<file path="src/rtl/mem_port_arbiter.sv">
// Arbiter for the single-ported unified memory shared by instruction fetch (I)
// and the data path (D). Each access is issued with one mem_en strobe. The
// arbiter then waits a fixed MEM_LAT cycles, captures the read data into the
// owner's rdata register, and pulses the owner's done for one cycle.
//
// D normally wins over I, because the data access belongs to the older
// instruction. After MAX_D_STREAK consecutive D grants with I waiting, I is
// forced through so that fetch cannot starve.
//
// Ports:
//   clk, reset                   clock; asynchronous active-low reset
//   i_req, i_addr                fetch request, held until i_done
//   i_rdata, i_done              fetch data and one-cycle completion pulse
//   d_req, d_we, d_addr, d_wdata data request (load/store), held until d_done
//   d_rdata, d_done              load data and one-cycle completion pulse
//   mem_en, mem_we               one-cycle access strobe and write enable
//   mem_addr, mem_wdata          held for the whole access
//   mem_rdata                    memory read data
//   busy                         high whenever an access is in progress
module mem_port_arbiter #(
  parameter int unsigned ADDR_W       = 64,
  parameter int unsigned DATA_W       = 64,
  parameter int unsigned MEM_LAT      = 2,
  parameter int unsigned MAX_D_STREAK = 4
) (
  input  logic              clk,
  input  logic              reset,
  input  logic              i_req,
  input  logic [ADDR_W-1:0] i_addr,
  output logic [DATA_W-1:0] i_rdata,
  output logic              i_done,
  input  logic              d_req,
  input  logic              d_we,
  input  logic [ADDR_W-1:0] d_addr,
  input  logic [DATA_W-1:0] d_wdata,
  output logic [DATA_W-1:0] d_rdata,
  output logic              d_done,
  output logic              mem_en,
  output logic              mem_we,
  output logic [ADDR_W-1:0] mem_addr,
  output logic [DATA_W-1:0] mem_wdata,
  input  logic [DATA_W-1:0] mem_rdata,
  output logic              busy
);

  localparam int unsigned CntW    = $clog2(MEM_LAT + 1);
  localparam int unsigned StreakW = $clog2(MAX_D_STREAK + 1);

  typedef enum logic [1:0] {StIdle, StAcc, StResp} state_e;

  state_e              state_q, state_d;
  logic [CntW-1:0]     cnt_q, cnt_d;
  logic [StreakW-1:0]  streak_q, streak_d;
  logic                owner_d_q, owner_d_d;   // 1: D owns the access, 0: I
  logic                store_q, store_d;
  logic [ADDR_W-1:0]   mem_addr_q, mem_addr_d;
  logic [DATA_W-1:0]   mem_wdata_q, mem_wdata_d;
  logic                mem_en_q, mem_en_d;
  logic                mem_we_q, mem_we_d;
  logic [DATA_W-1:0]   i_rdata_q, i_rdata_d;
  logic [DATA_W-1:0]   d_rdata_q, d_rdata_d;
  logic                i_done_q, i_done_d;
  logic                d_done_q, d_done_d;
  logic                busy_q;
  logic                grant_i, grant_d;

  always_comb begin
    state_d     = state_q;
    cnt_d       = cnt_q;
    streak_d    = streak_q;
    owner_d_d   = owner_d_q;
    store_d     = store_q;
    mem_addr_d  = mem_addr_q;
    mem_wdata_d = mem_wdata_q;
    mem_en_d    = 1'b0;
    mem_we_d    = 1'b0;
    i_rdata_d   = i_rdata_q;
    d_rdata_d   = d_rdata_q;
    i_done_d    = 1'b0;
    d_done_d    = 1'b0;
    grant_i     = 1'b0;
    grant_d     = 1'b0;

    unique case (state_q)
      StIdle: begin
        grant_i = i_req && (!d_req || (streak_q == StreakW'(MAX_D_STREAK)));
        grant_d = d_req && !grant_i;
        if (!i_req) begin
          streak_d = '0;
        end
        if (grant_i) begin
          owner_d_d   = 1'b0;
          store_d     = 1'b0;
          mem_addr_d  = i_addr;
          mem_wdata_d = '0;
          streak_d    = '0;
        end
        if (grant_d) begin
          owner_d_d   = 1'b1;
          store_d     = d_we;
          mem_addr_d  = d_addr;
          mem_wdata_d = d_wdata;
          if (i_req && (streak_q != StreakW'(MAX_D_STREAK))) begin
            streak_d = streak_q + StreakW'(1);
          end
        end
        if (grant_i || grant_d) begin
          cnt_d    = CntW'(MEM_LAT);
          mem_en_d = 1'b1;
          mem_we_d = grant_d && d_we;
          state_d  = StAcc;
        end
      end
      StAcc: begin
        cnt_d = cnt_q - CntW'(1);
        if (cnt_q == CntW'(1)) begin
          state_d = StResp;
          if (owner_d_q) begin
            d_done_d = 1'b1;
            if (!store_q) begin
              d_rdata_d = mem_rdata;
            end
          end else begin
            i_done_d  = 1'b1;
            i_rdata_d = mem_rdata;
          end
        end
      end
      StResp: begin
        // Requests are ignored here so a request still held during its own
        // done cycle is not issued a second time.
        state_d = StIdle;
      end
      default: state_d = StIdle;
    endcase
  end

  always_ff @(posedge clk or negedge reset) begin
    if (!reset) begin
      state_q     <= StIdle;
      cnt_q       <= '0;
      streak_q    <= '0;
      owner_d_q   <= 1'b0;
      store_q     <= 1'b0;
      mem_addr_q  <= '0;
      mem_wdata_q <= '0;
      mem_en_q    <= 1'b0;
      mem_we_q    <= 1'b0;
      i_rdata_q   <= '0;
      d_rdata_q   <= '0;
      i_done_q    <= 1'b0;
      d_done_q    <= 1'b0;
      busy_q      <= 1'b0;
    end else begin
      state_q     <= state_d;
      cnt_q       <= cnt_d;
      streak_q    <= streak_d;
      owner_d_q   <= owner_d_d;
      store_q     <= store_d;
      mem_addr_q  <= mem_addr_d;
      mem_wdata_q <= mem_wdata_d;
      mem_en_q    <= mem_en_d;
      mem_we_q    <= mem_we_d;
      i_rdata_q   <= i_rdata_d;
      d_rdata_q   <= d_rdata_d;
      i_done_q    <= i_done_d;
      d_done_q    <= d_done_d;
      busy_q      <= (state_d != StIdle);
    end
  end

  assign i_rdata   = i_rdata_q;
  assign i_done    = i_done_q;
  assign d_rdata   = d_rdata_q;
  assign d_done    = d_done_q;
  assign mem_en    = mem_en_q;
  assign mem_we    = mem_we_q;
  assign mem_addr  = mem_addr_q;
  assign mem_wdata = mem_wdata_q;
  assign busy      = busy_q;

endmodule
</file>
<file path="config.mk">
export PLATFORM = sky130hd
export DESIGN_NAME = mem_port_arbiter
export DESIGN_NICKNAME = d
export VERILOG_FILES = /design/src/rtl/mem_port_arbiter.sv
export SDC_FILE = /design/constraint.sdc
export NUM_CORES = 1
export LEC_CHECK = 0
export CAP_MARGIN = 0
export CORE_AREA = 4 4 202 204
export CTS_CLUSTER_SIZE = 30
export DETAILED_ROUTE_END_ITERATION = 8
export DIE_AREA = 0 0 206 208
export PLACE_DENSITY = 0.63
export SYNTH_ARGS = -nofsm -noshare
export SYNTH_HDL_FRONTEND = slang
export SYNTH_SLANG_ARGS = --single-unit
export TNS_END_PERCENT = 100
</file>
<file path="constraint.sdc">
create_clock -name clk -period 3.9 [get_ports clk]
set_input_delay 0.39 -clock clk [delete_from_list [all_inputs] [get_ports clk]]
set_output_delay 0.39 -clock clk [all_outputs]
set_load 0.005 [all_outputs]
</file>
== Word level (Yosys, flattened, before mapping) ==
Cells that the tools add are included.
Word-level totals
  bits in registers: 270
  input bits: 261
  output and inout port bits: 261
  word-level logic and storage cells: 65
Cells by class
  add/sub/neg operators: 2
  equality and inequality tests: 5
  multiplexer cells: 26
  bitwise gates (word level): 2
  reductions and logical operators: 16
Operators with widths (number)
  64-bit 2-to-1 mux: 4
  1-bit 2-to-1 mux: 13
  3-bit 2-to-1 mux: 4
  2-bit case mux with 2 select lines: 2
  2-bit 2-to-1 mux: 3
  2-bit nonzero test: 3
  2-bit by 1-bit == test with 1-bit output, second input constant: 2
  1-bit logical AND: 4
  2-bit AND reduction: 2
  4-bit AND reduction: 1
  3-bit by 1-bit adder with 3-bit output, second input constant: 1
  3-bit == test, second input constant: 1
  3-bit inequality test, second input constant: 1
  3-bit AND reduction: 1
  1-bit logical NOT: 2
  2-bit logical NOT: 1
  1-bit logical OR: 2
  2-bit inequality test, second input constant: 1
  1-bit inverter: 2
  2-bit by 1-bit subtractor with 2-bit output, second input constant: 1

== Depth between registers and ports, before layout ==
Gate-level depths: netlist (run 1).
  depth in word-level cells: 9
  depth in mapped cells: 7
  depth with buffers taken out: 5

== Worst setup path after synthesis (run 1) ==
Ideal clock, no wire load.
  kind: register to register
  start: reg state_q[1]
  end: reg i_rdata_q[14] (netlist: i_rdata[14])
  setup time: 0.127 ns
  arrival time: 1.463 ns
  required time: 3.773 ns
  setup slack: 2.310 ns
  stages on the path, launching flop included: 6
  path buffers: 2
  clock period less this slack: 1.590 ns
  cell sequence: dfrtp_1 -> nand2b_2 -> nor3b_2 -> buf_4 -> buf_6 -> mux2_1
On the way
  word-level cells in the longest chain between the ends: 2
Ends and longest elaborated chain
  start: declaration: RTL line 51  | state_e state_q, state_d;
  start signal: assignment: RTL line 140  | state_q <= StIdle;
  start signal: assignment: RTL line 155  | state_q <= state_d;
  2-bit by 1-bit == test with 1-bit output: RTL line 84  | unique case (state_q)
  3-bit AND reduction (no source line)
  end signal: assignment: RTL line 164  | i_rdata_q <= i_rdata_d;
  end: declaration: RTL line 60  | logic [DATA_W-1:0] i_rdata_q, i_rdata_d;
No other way between the ends.
A chain may end at the register's enable or synchronous reset.

== Final worst setup path (run 1) ==
  start: reg cnt_q[1]
  end: reg d_rdata_q[2] (netlist: d_rdata[2])
On the way
  word-level cells in the longest chain between the ends: 2
Ends and longest elaborated chain
  start: declaration: RTL line 52  | logic [CntW-1:0] cnt_q, cnt_d;
  start signal: assignment: RTL line 156  | cnt_q <= cnt_d;
  2-bit by 1-bit == test with 1-bit output: RTL line 116  | if (cnt_q == CntW'(1)) begin
  4-bit AND reduction (no source line)
  end signal: assignment: RTL line 165  | d_rdata_q <= d_rdata_d;
  end: declaration: RTL line 61  | logic [DATA_W-1:0] d_rdata_q, d_rdata_d;
No other way between the ends.

==> impl_metrics.env, run 1 <==
export IMPL_io_buffers=521
export IMPL_firstDrtPassIters=5
export IMPL_placeable_core_region_um2=39280
export IMPL_clock_tree_htree_level_count=2
export IMPL_antenna_left=0
export IMPL_vias_per_cell=4.986
export IMPL_synth_area_mux_share_pct=14.45
export IMPL_setup_repair_after_global_routing_missed_its_margin="no"
export IMPL_clkLatencyLatePin_ns=0.51
export IMPL_synthesis_area_per_instance_um2=13.50
export IMPL_fillerInstances=3563
export IMPL_cts_repair_timing_setup_buffer_count=0
export IMPL_ctsLongestPathBuffers=3
export IMPL_synth_seq_cells=270
export IMPL_worst_hold_path_type="primary input to register"
export IMPL_hold_violations=0
export IMPL_min_period_ns=2.258
export IMPL_critical_path_arrival_ns=2.65
export IMPL_fin_util_pct=46.62
export IMPL_detail_route_iter0_violations=442
export IMPL_grt_use_total_pct=18.42
export IMPL_combinationalPowerShare_pct=42.5
export IMPL_wl_um=41530
export IMPL_vias_in_the_first_global_route=9983
export IMPL_crit_type="register to register"
export IMPL_ir_worst_vdd_mv=0.3459
export IMPL_internal_power_uw=9966
export IMPL_setup_violations=0
export IMPL_num_nets_final=1605
export IMPL_yosys_top_cells_count="270 x sky130_fd_sc_hd__dfrtp_1, 71 x sky130_fd_sc_hd__o21ai_0, 65 x sky130_fd_sc_hd__nand3_1"
export IMPL_synth_lib_cells_used_distinct=32
export IMPL_fmaxAchievable_ghz=0.4429
export IMPL_fin_setup_tns_ns=0
export IMPL_synth_adder_area_share_pct=0.3255
export IMPL_min_period_over_period_pct=57.90
export IMPL_cts_hold_buffers=1
export IMPL_core_rowCount=73
export IMPL_seq_total_area_yosys_pct=58.59
export IMPL_ctsRootBufferMaster="sky130_fd_sc_hd__clkbuf_16"
export IMPL_timing_slew_headroom_pct=30.03
export IMPL_timing_rr_start="cnt_q[1]"
export IMPL_warning_count_from_the_yosys_run=0
export IMPL_synth_enable_flop_cells=0
export IMPL_place_congestion=0.8591
export IMPL_synth_async_reset_ratio_pct=100.0
export IMPL_p_sw_uw=4221
export IMPL_synthCells=854
export IMPL_vias=9433
export IMPL_cellLeakagePower_uw=0.007307
export IMPL_dominant_combinational_cell_family_by_area_after_synthesis="compound AO/OA/AOI/OAI gates"
export IMPL_synth_xor_area_share_pct=0
export IMPL_synth_area_um2=11530
export IMPL_floorplan_die_area_um2=42850
export IMPL_grt_antenna_before_repair=2
export IMPL_worstPathRequired_ns=4.29
export IMPL_die_height_um=208
export IMPL_power_share_sequential_pct=34.6
export IMPL_mappedNetlistNets=1118
export IMPL_synth_simple_gate_area_share_pct=4.014
export IMPL_cts_tree="yes"
export IMPL_overflow=0
export IMPL_maxCapViolCount=0
export IMPL_report_final_slew_viol_count=0
export IMPL_wl_per_cell_um=21.95
export IMPL_power_density_nw_per_um2=774.8
export IMPL_final_layout_size_suffix_gt1_share_pct=12.66
export IMPL_switching_share_pct=29.75
export IMPL_postSynth_topFlopCell="sky130_fd_sc_hd__dfrtp_1"
export IMPL_area_delta_synth_final_pct=58.78
export IMPL_worst_setup_path_end_kind="register"
export IMPL_start_util_pct=29.36
export IMPL_timing_critical_path_from="cnt_q[1]"
export IMPL_cts_sinks=270
export IMPL_clk_pin_slew_ns=0.06
export IMPL_synthDominantCellAreaShare_pct=58.59
export IMPL_numCtsBuffers=34
export IMPL_place_hpwl_um=28780
export IMPL_hold_path_startpoint="d_wdata[6]"
export IMPL_max_slew_worst_pin_slew_ns=1.049
export IMPL_netlist_top_cell_by_area="sky130_fd_sc_hd__dfrtp_1"
export IMPL_clock_skews_ns=0.01469
export IMPL_post_route_drc_count=0
export IMPL_worst_hold_slack_across_all_endpoints_ns=0.4260
export IMPL_run_status="finished clean"
export IMPL_grt_pass1_wl_um=62530
export IMPL_yosys_top_cells_area="sky130_fd_sc_hd__dfrtp_1 59%, sky130_fd_sc_hd__mux2_4 7.8%, sky130_fd_sc_hd__mux2_1 4.9%, sky130_fd_sc_hd__a2bb2oi_1 4.9%, sky130_fd_sc_hd__a311oi_1 4.9%"
export IMPL_clkPwrFrac_pct=22.9
export IMPL_type_of_origin_of_the_critical_path="register"
export IMPL_largest_fanout_on_the_critical_path=31
export IMPL_die_w_um=206
export IMPL_post_cts_resized_instances=0
export IMPL_synth_compound_area_share_pct=17.92
export IMPL_maximum_number_of_pins_on_one_net_before_global_route_repair=106
export IMPL_ioPinCount=522
export IMPL_synthMostInstantiatedCell="sky130_fd_sc_hd__dfrtp_1"
==> worst paths after layout <==
| kind | slack (ns) | depth (start not counted) | endpoint |
|---|---|---|---|
| max | 1.64 | 5 | d_rdata[2] |
| max reg2reg | 1.64 | 5 | d_rdata[2] |
| min in group asynchronous | 0.55 | 2 | mem_addr[11] |
| max in group asynchronous | 2.39 | 3 | mem_wdata[3] |
| min | 0.43 | 3 | mem_wdata[6] |
| min reg2reg | 0.48 | 1 | i_rdata[29] |
==> registers in the layout, summed over array words and instances, names as in the netlist <==
| name | flops |
|---|---|
| i_rdata | 64 |
| busy | 1 |
| mem_we | 1 |
| d_done | 1 |
| owner_d_q | 1 |
| d_rdata | 64 |
| i_done | 1 |
| mem_en | 1 |
| streak_q | 3 |
| mem_wdata | 64 |
| state_q | 2 |
| store_q | 1 |
| mem_addr | 64 |
| cnt_q | 2 |
==> cell type report <==
cell class	count	area [um^2]	area share (%)
Clock inverter	18	219.0	1.196
Multi-Input combinational cell	485	4263	23.28
Inverter	7	26.28	0.1435
Antenna cell	1	2.502	0.01367
Timing Repair Buffer	543	5433	29.67
Sequential cell	270	6756	36.90
Tap cell	525	656.9	3.587
Clock buffer	43	954.7	5.214
==> placed cells by master, fill, tap and decap left out, types with 5 or more instances in the layout <==
cell / Yosys / routed
sky130_fd_sc_hd__clkinv_2: 0 / 7
sky130_fd_sc_hd__mux2_2: 18 / 18
sky130_fd_sc_hd__inv_1: 5 / 5
sky130_fd_sc_hd__mux2_1: 50 / 50
sky130_fd_sc_hd__o2bb2ai_1: 64 / 64
sky130_fd_sc_hd__nand3_1: 65 / 64
sky130_fd_sc_hd__clkbuf_16: 0 / 34
sky130_fd_sc_hd__a311oi_1: 64 / 64
sky130_fd_sc_hd__clkdlybuf4s50_1: 0 / 519
sky130_fd_sc_hd__mux2_4: 60 / 60
sky130_fd_sc_hd__buf_4: 1 / 17
sky130_fd_sc_hd__clkbuf_8: 0 / 7
sky130_fd_sc_hd__dfrtp_1: 270 / 270
sky130_fd_sc_hd__a2bb2oi_1: 64 / 64
sky130_fd_sc_hd__o21ai_0: 71 / 71
==> power groups by stage <==
stage	Combinational [uW]	Sequential [uW]	Clock, uW
4_1_cts	6140	4910	3370
2_1_floorplan	2390	4930	0
5_1_grt	6480	5070	3500
3_5_place_dp	6120	4900	0
6_report	6030	4910	3250
3_3_place_gp	6050	4890	0
==> routing by layer <==
layer  global-route usage (%)  vias up  wire, um
li1                         -     4234         -
met2                    30.09      467     19540
met5                        0        -        13
met1                    23.38     4660     16770
met3                    5.782       70      3963
met4                    5.645        2      1239
==> critical path, stage by stage, from the launching register on <==
cell and delay [ns]:
sky130_fd_sc_hd__dfrtp_1 0.36, sky130_fd_sc_hd__inv_1 0.07, sky130_fd_sc_hd__ha_1 0.22, sky130_fd_sc_hd__and4b_4 0.77
sky130_fd_sc_hd__buf_12 0.32, sky130_fd_sc_hd__mux2_1 0.35
==> kinds of logic after synthesis <==
kind of cell               count (synthesis)
AOI/OAI and AO/OA                        267
buffers and inverters                     99
muxes                                    128
DFF                                      270
adders and majority gates                  3
and+or+nand+nor                           87
==> through the flow <==
step | worst slack [ns] | total power (uW) | instance area, um^2 | instances
after global placement | 1.359 | 10940 | 17130 | 1829
after global routing | 1.485 | 15040 | 18310 | 1892
after floorplan | 2.310 | 7322 | 11530 | 854
final | 1.642 | 14190 | 18310 | 1892
after CTS | 1.603 | 14420 | 18310 | 1891
after detailed placement | 1.252 | 11030 | 17130 | 1829
No activity file was read; power rests on OpenSTA's default activity.
==> run 2, diff against run 1 <==
- CORE_AREA: 4 4 202 204 -> 4 4 203 205
- DIE_AREA: 0 0 206 208 -> 0 0 207 209
- clock period: 3.9 -> 2.3 ns (I/O delays scaled with it)
==> impl_metrics.env, run 2 (same netlist as run 1, synthesis figures left out) <==
export IMPL_run_status="finished clean"
export IMPL_post_route_drc_count=0
export IMPL_critPathMaxStageDelay_ns=0.56
export IMPL_worstPathCellList="or2_2, buf_12, a311oi_1, a2bb2oi_1"
export IMPL_firstDrtPassIters=5
export IMPL_min_period_ns=1.866
export IMPL_vias_per_cell=4.982
export IMPL_critical_path_arrival_ns=2.28
export IMPL_overflow=0
export IMPL_hold_violations=0
export IMPL_timing_rr_start="state_q[1]"
export IMPL_place_hpwl_um=28940
export IMPL_fillerInstances=3645
export IMPL_maximum_number_of_pins_on_one_net_before_global_route_repair=72
export IMPL_placeable_core_region_um2=39460
export IMPL_detail_route_iter0_violations=459
export IMPL_power_share_sequential_pct=35.4
export IMPL_crit_path_top_delay_cell="sky130_fd_sc_hd__or2_2"
export IMPL_setup_repair_after_global_routing_missed_its_margin="no"
export IMPL_grt_pass1_wl_um=63450
export IMPL_cts_repair_timing_setup_buffer_count=0
export IMPL_power_density_nw_per_um2=1279
export IMPL_clkPwrFrac_pct=20.2
export IMPL_timing_slew_headroom_pct=25.18
export IMPL_final_layout_size_suffix_gt1_share_pct=12.37
export IMPL_max_slew_worst_pin_slew_ns=1.122
export IMPL_critPathCapture="mem_addr[57]"
export IMPL_die_height_um=209
export IMPL_final_instance_count_excl_fill=1893
export IMPL_crit_type="register to register"
export IMPL_post_cts_resized_instances=0
export IMPL_area_delta_synth_final_pct=58.72
export IMPL_internal_power_uw=16400
export IMPL_numCtsBuffers=30
export IMPL_type_of_origin_of_the_critical_path="register"
export IMPL_total_area_of_multi_input_combinational_cells_um2=4263
export IMPL_die_w_um=207
export IMPL_vias=9430
export IMPL_clk_pin_slew_ns=0.06
export IMPL_pre_cts_slack_ns=0.2714
export IMPL_io_buffers=521
export IMPL_ctsRootBufferMaster="sky130_fd_sc_hd__clkbuf_16"
export IMPL_layout_cells_most_common="sky130_fd_sc_hd__clkdlybuf4s50_1"
export IMPL_maxCapViolCount=0
export IMPL_cts_tree="yes"
export IMPL_floorplan_die_area_um2=43260
export IMPL_fin_setup_tns_ns=0
export IMPL_grt_antenna_before_repair=5
export IMPL_clock_skews_ns=0.01486
export IMPL_antenna_left=0
export IMPL_place_congestion=0.8452
export IMPL_worst_hold_path_type="primary input to register"
export IMPL_finalPower_uw=23420
export IMPL_num_nets_final=1608
export IMPL_p_sw_uw=7021
export IMPL_reg2reg_to="mem_addr[57]"
export IMPL_largest_fanout_on_the_critical_path=41
export IMPL_timing_critical_path_from="state_q[1]"
export IMPL_setup_violations=0
export IMPL_cellLeakagePower_uw=0.007306
export IMPL_ctsLongestPathBuffers=3
export IMPL_dpl_cell_count=1836
export IMPL_clock_tree_htree_level_count=1
export IMPL_cts_sinks=270
export IMPL_worst_r2r_cell_count=4
export IMPL_wl_per_cell_um=21.90
export IMPL_ir_worst_vdd_mv=0.5544
export IMPL_core_rowCount=73
export IMPL_worstPathRequired_ns=2.72
export IMPL_ioPinCount=522
export IMPL_final_seq_area_um2=6756
export IMPL_switching_share_pct=29.98
export IMPL_worst_setup_path_end_kind="register"
export IMPL_fmaxAchievable_ghz=0.5359
export IMPL_clkLatencyLatePin_ns=0.56
export IMPL_start_util_pct=29.23
export IMPL_wl_um=41460
export IMPL_vias_in_the_first_global_route=10030
export IMPL_report_final_slew_viol_count=0
export IMPL_regToRegSetupSlack_ns=0.43
export IMPL_worst_path_setup_slack_after_routing_ns=0.4341
export IMPL_final_cell_mix="519 x sky130_fd_sc_hd__clkdlybuf4s50_1, 270 x sky130_fd_sc_hd__dfrtp_1, 71 x sky130_fd_sc_hd__o21ai_0"
export IMPL_min_period_over_period_pct=81.13
export IMPL_combinationalPowerShare_pct=44.4
export IMPL_grt_use_total_pct=18.23
run 2: worst min-delay path by stage:
stage                start             to  slack (ns)  depth (start not counted)
2_1_floorplan        reset           busy       -0.07                          0
3_3_place_gp         reset   mem_addr[23]        0.23                          1
3_5_place_dp         reset   mem_addr[23]        0.23                          1
4_1_cts        d_wdata[37]  mem_wdata[37]        0.20                          3
5_1_grt        d_wdata[33]  mem_wdata[33]        0.22                          3
6_report       d_wdata[33]  mem_wdata[33]        0.22                          3
run 2: cell type report:
type,count,area share (%)
well taps,525,3.589
inverters,7,0.1436
diodes,2,0.02734
multi-input cells,485,23.29
clock inverters,10,0.4307
clock buffers,44,4.888
repair buffers,550,30.72
flip-flops and latches,270,36.91
run 2: metrics by stage:
| step | hold slack (ns) | utilization, % | area (um^2) |
|---|---|---|---|
| floorplan | -0.06559 | - | 11530 |
| global placement | 0.2269 | 43.88 | 17320 |
| detailed placement | 0.2252 | 43.88 | 17320 |
| CTS | 0.2036 | 46.38 | 18300 |
| global route | 0.2181 | 46.39 | 18300 |
| finish | 0.2245 | 46.39 | 18300 |
run 2: power by group through the flow:
| stage | registers, uW | clock network (uW) | logic, uW |
|---|---|---|---|
| after floorplan | 8360 | 0 | 4060 |
| after global placement | 8290 | 0 | 10400 |
| after detailed placement | 8290 | 0 | 10500 |
| after CTS | 8300 | 4860 | 10600 |
| after global routing | 8590 | 5080 | 11100 |
| final | 8300 | 4720 | 10400 |
run 2: repair_timing:
| action | in CTS | in global routing |
|---|---|---|
| hold endpoints to repair | 54 | 0 |
| hold buffers | 1 | 0 |
| endpoints found under the setup margin | 0 | 0 |
run 2: routing by layer:
| layer | up-vias | routed length [um] | part of all wire, % | global-route usage, % |
|---|---|---|---|---|
| met5 | - | 31 | 0.075 | 0 |
| met4 | 6 | 1219 | 2.9 | 5.518 |
| met3 | 71 | 3232 | 7.8 | 4.924 |
| met2 | 472 | 19200 | 46 | 29.24 |
| met1 | 4643 | 17780 | 43 | 24.30 |
| li1 | 4238 | - | - | - |
run 2: worst max-delay path: cells and delay by family, from the launching register on:
kind,cells,cell delay [ns]
compound gates,2,0.43
buf+inv,1,0.29
flops,1,0.43
simple gates,1,0.56
==> run 3, diff against run 2 <==
- clock period: 2.3 -> 1.9 ns (I/O delays scaled with it)
==> impl_metrics.env, run 3 (same netlist as run 1, synthesis figures left out) <==
export IMPL_placeable_core_region_um2=39460
export IMPL_fin_setup_tns_ns=0
export IMPL_clkLatencyLatePin_ns=0.57
export IMPL_critical_path_arrival_ns=2.22
export IMPL_die_height_um=209
export IMPL_cp_buffers_inverters=3
export IMPL_fillerInstances=3555
export IMPL_crit_family="buffers and inverters"
export IMPL_grt_use_total_pct=18.69
export IMPL_maxCapViolCount=0
export IMPL_clk_pin_slew_ns=0.06
export IMPL_worst_setup_path_end_kind="register"
export IMPL_vias=9733
export IMPL_finish_instance_area_um2=18590
export IMPL_timing_rr_start="cnt_q[1]"
export IMPL_min_period_over_period_pct=93.41
export IMPL_detail_route_iter0_violations=643
export IMPL_num_nets_final=1630
export IMPL_fmaxAchievable_ghz=0.5634
export IMPL_grt_pass1_wl_um=64600
export IMPL_ioPinCount=522
export IMPL_start_util_pct=29.23
export IMPL_die_w_um=207
export IMPL_critPathMaxStageDelay_ns=0.37
export IMPL_timing_slew_headroom_pct=71.74
export IMPL_grt_antenna_before_repair=5
export IMPL_final_layout_size_suffix_gt1_share_pct=13.59
export IMPL_numCtsBuffers=31
export IMPL_core_rowCount=73
export IMPL_cts_tree="yes"
export IMPL_place_congestion=0.8480
export IMPL_setup_violations=0
export IMPL_timing_critical_path_from="cnt_q[1]"
export IMPL_maximum_number_of_pins_on_one_net_before_global_route_repair=76
export IMPL_ctsRootBufferMaster="sky130_fd_sc_hd__clkbuf_16"
export IMPL_setup_repair_after_global_routing_missed_its_margin="no"
export IMPL_vias_per_cell=5.069
export IMPL_ir_worst_vdd_mv=0.7161
export IMPL_hold_violations=0
export IMPL_worst_path_setup_slack_after_routing_ns=0.1252
export IMPL_worstPathRequired_ns=2.35
export IMPL_crit_type="register to register"
export IMPL_antenna_left=0
export IMPL_firstDrtPassIters=5
export IMPL_largest_fanout_on_the_critical_path=20
export IMPL_final_cell_mix="519 x sky130_fd_sc_hd__clkdlybuf4s50_1, 270 x sky130_fd_sc_hd__dfrtp_1, 71 x sky130_fd_sc_hd__o21ai_0"
export IMPL_min_period_ns=1.775
export IMPL_clock_tree_htree_level_count=1
export IMPL_pre_cts_slack_ns=0.02362
export IMPL_layout_cells_most_common="sky130_fd_sc_hd__clkdlybuf4s50_1"
export IMPL_cts_sinks=270
export IMPL_report_final_slew_viol_count=0
export IMPL_cellLeakagePower_uw=0.007445
export IMPL_dpl_instance_area_um2=17540
export IMPL_io_buffers=521
export IMPL_wl_um=42550
export IMPL_worstPathCellList="inv_1, ha_1, nor3b_4, buf_12, buf_12, mux2_2"
export IMPL_worst_hold_path_type="primary input to asynchronous set/reset pin"
export IMPL_fin_util_pct=47.12
export IMPL_post_route_drc_count=0
export IMPL_ctsLongestPathBuffers=3
export IMPL_crit_path_top_delay_cell="sky130_fd_sc_hd__dfrtp_1"
export IMPL_critical_path_top_cell_by_count="sky130_fd_sc_hd__buf_12"
export IMPL_clock_skews_ns=0.02333
export IMPL_overflow=0
export IMPL_area_delta_synth_final_pct=61.22
export IMPL_place_hpwl_um=30420
export IMPL_wl_per_cell_um=22.16
export IMPL_floorplan_die_area_um2=43260
export IMPL_power_density_nw_per_um2=1545
export IMPL_vias_in_the_first_global_route=10110
export IMPL_max_slew_worst_pin_slew_ns=0.4239
export IMPL_post_cts_resized_instances=0
export IMPL_type_of_origin_of_the_critical_path="register"
export IMPL_run_status="finished clean"
[run 3: cell count changes in the layout (fill, tap and decap cells not counted), moves of 3 or more]
cell                       change
sky130_fd_sc_hd__clkinv_2      -3
sky130_fd_sc_hd__clkbuf_8      -3
sky130_fd_sc_hd__buf_4        +13
sky130_fd_sc_hd__clkbuf_1      +5
sky130_fd_sc_hd__buf_12        +8
[run 3: cell type report]
| type | instances | area (um^2) | share of cell area, % |
|---|---|---|---|
| diodes | 4 | 10.01 | 0.05384 |
| clock inverters | 12 | 127.6 | 0.6864 |
| inverters | 7 | 26.28 | 0.1413 |
| multi-input cells | 485 | 4263 | 22.93 |
| clock buffers | 46 | 872.1 | 4.690 |
| flip-flops and latches | 270 | 6756 | 36.34 |
| repair buffers | 571 | 5881 | 31.63 |
| well taps | 525 | 656.9 | 3.533 |
[run 3: worst register-to-register path: cells and delay by family, from the launching register on]
family | cells | cell delay (ns)
flops | 1 | 0.37
buf+inv | 3 | 0.45
simple gates | 1 | 0.25
mux | 1 | 0.36
fa+ha+maj | 1 | 0.22
[run 3: through the flow]
step	hold WS [ns]	power [uW]	std cells
floorplan	-0.1056	15030	854
global placement	0.09582	22770	1854
detailed placement	0.09144	22970	1854
CTS	0.07107	29080	1913
global route	0.1051	30330	1920
finish	0.09427	28720	1920
[run 3: worst paths after layout]
check / to / slack (ns) / cells after the start
worst max-delay path: i_rdata[2] / 0.13 / 6
worst min-delay path: mem_addr[23] / 0.09 / 2
worst max register to register: i_rdata[2] / 0.13 / 6
worst min register to register: i_rdata[35] / 0.48 / 1
max in group asynchronous: i_rdata[30] / 1.05 / 4
min in group clk: mem_wdata[35] / 0.16 / 3
[run 3: power by group]
| group | internal [uW] | leakage [uW] | switching [uW] |
|---|---|---|---|
| Clock | 3450 | 0.000489 | 2420 |
| Combinational | 8120 | 0.00368 | 4660 |
| Sequential | 8490 | 0.00328 | 1590 |
[run 3: routing by layer]
| metal | vias up | global-route usage, % | share of wire, % |
|---|---|---|---|
| li1 | 4291 | - | - |
| met1 | 4912 | 24.96 | 43 |
| met2 | 478 | 30.36 | 47 |
| met3 | 50 | 5.044 | 7.7 |
| met4 | 2 | 4.811 | 2.0 |
| met5 | - | 0 | 0.031 |
[run 3: timing repair]
action                                  4_1_cts  5_1_grt
setup buffers                                 0        3
hold buffers                                  1        0
endpoints found under the hold margin       246        0
endpoints found under the setup margin        0       44
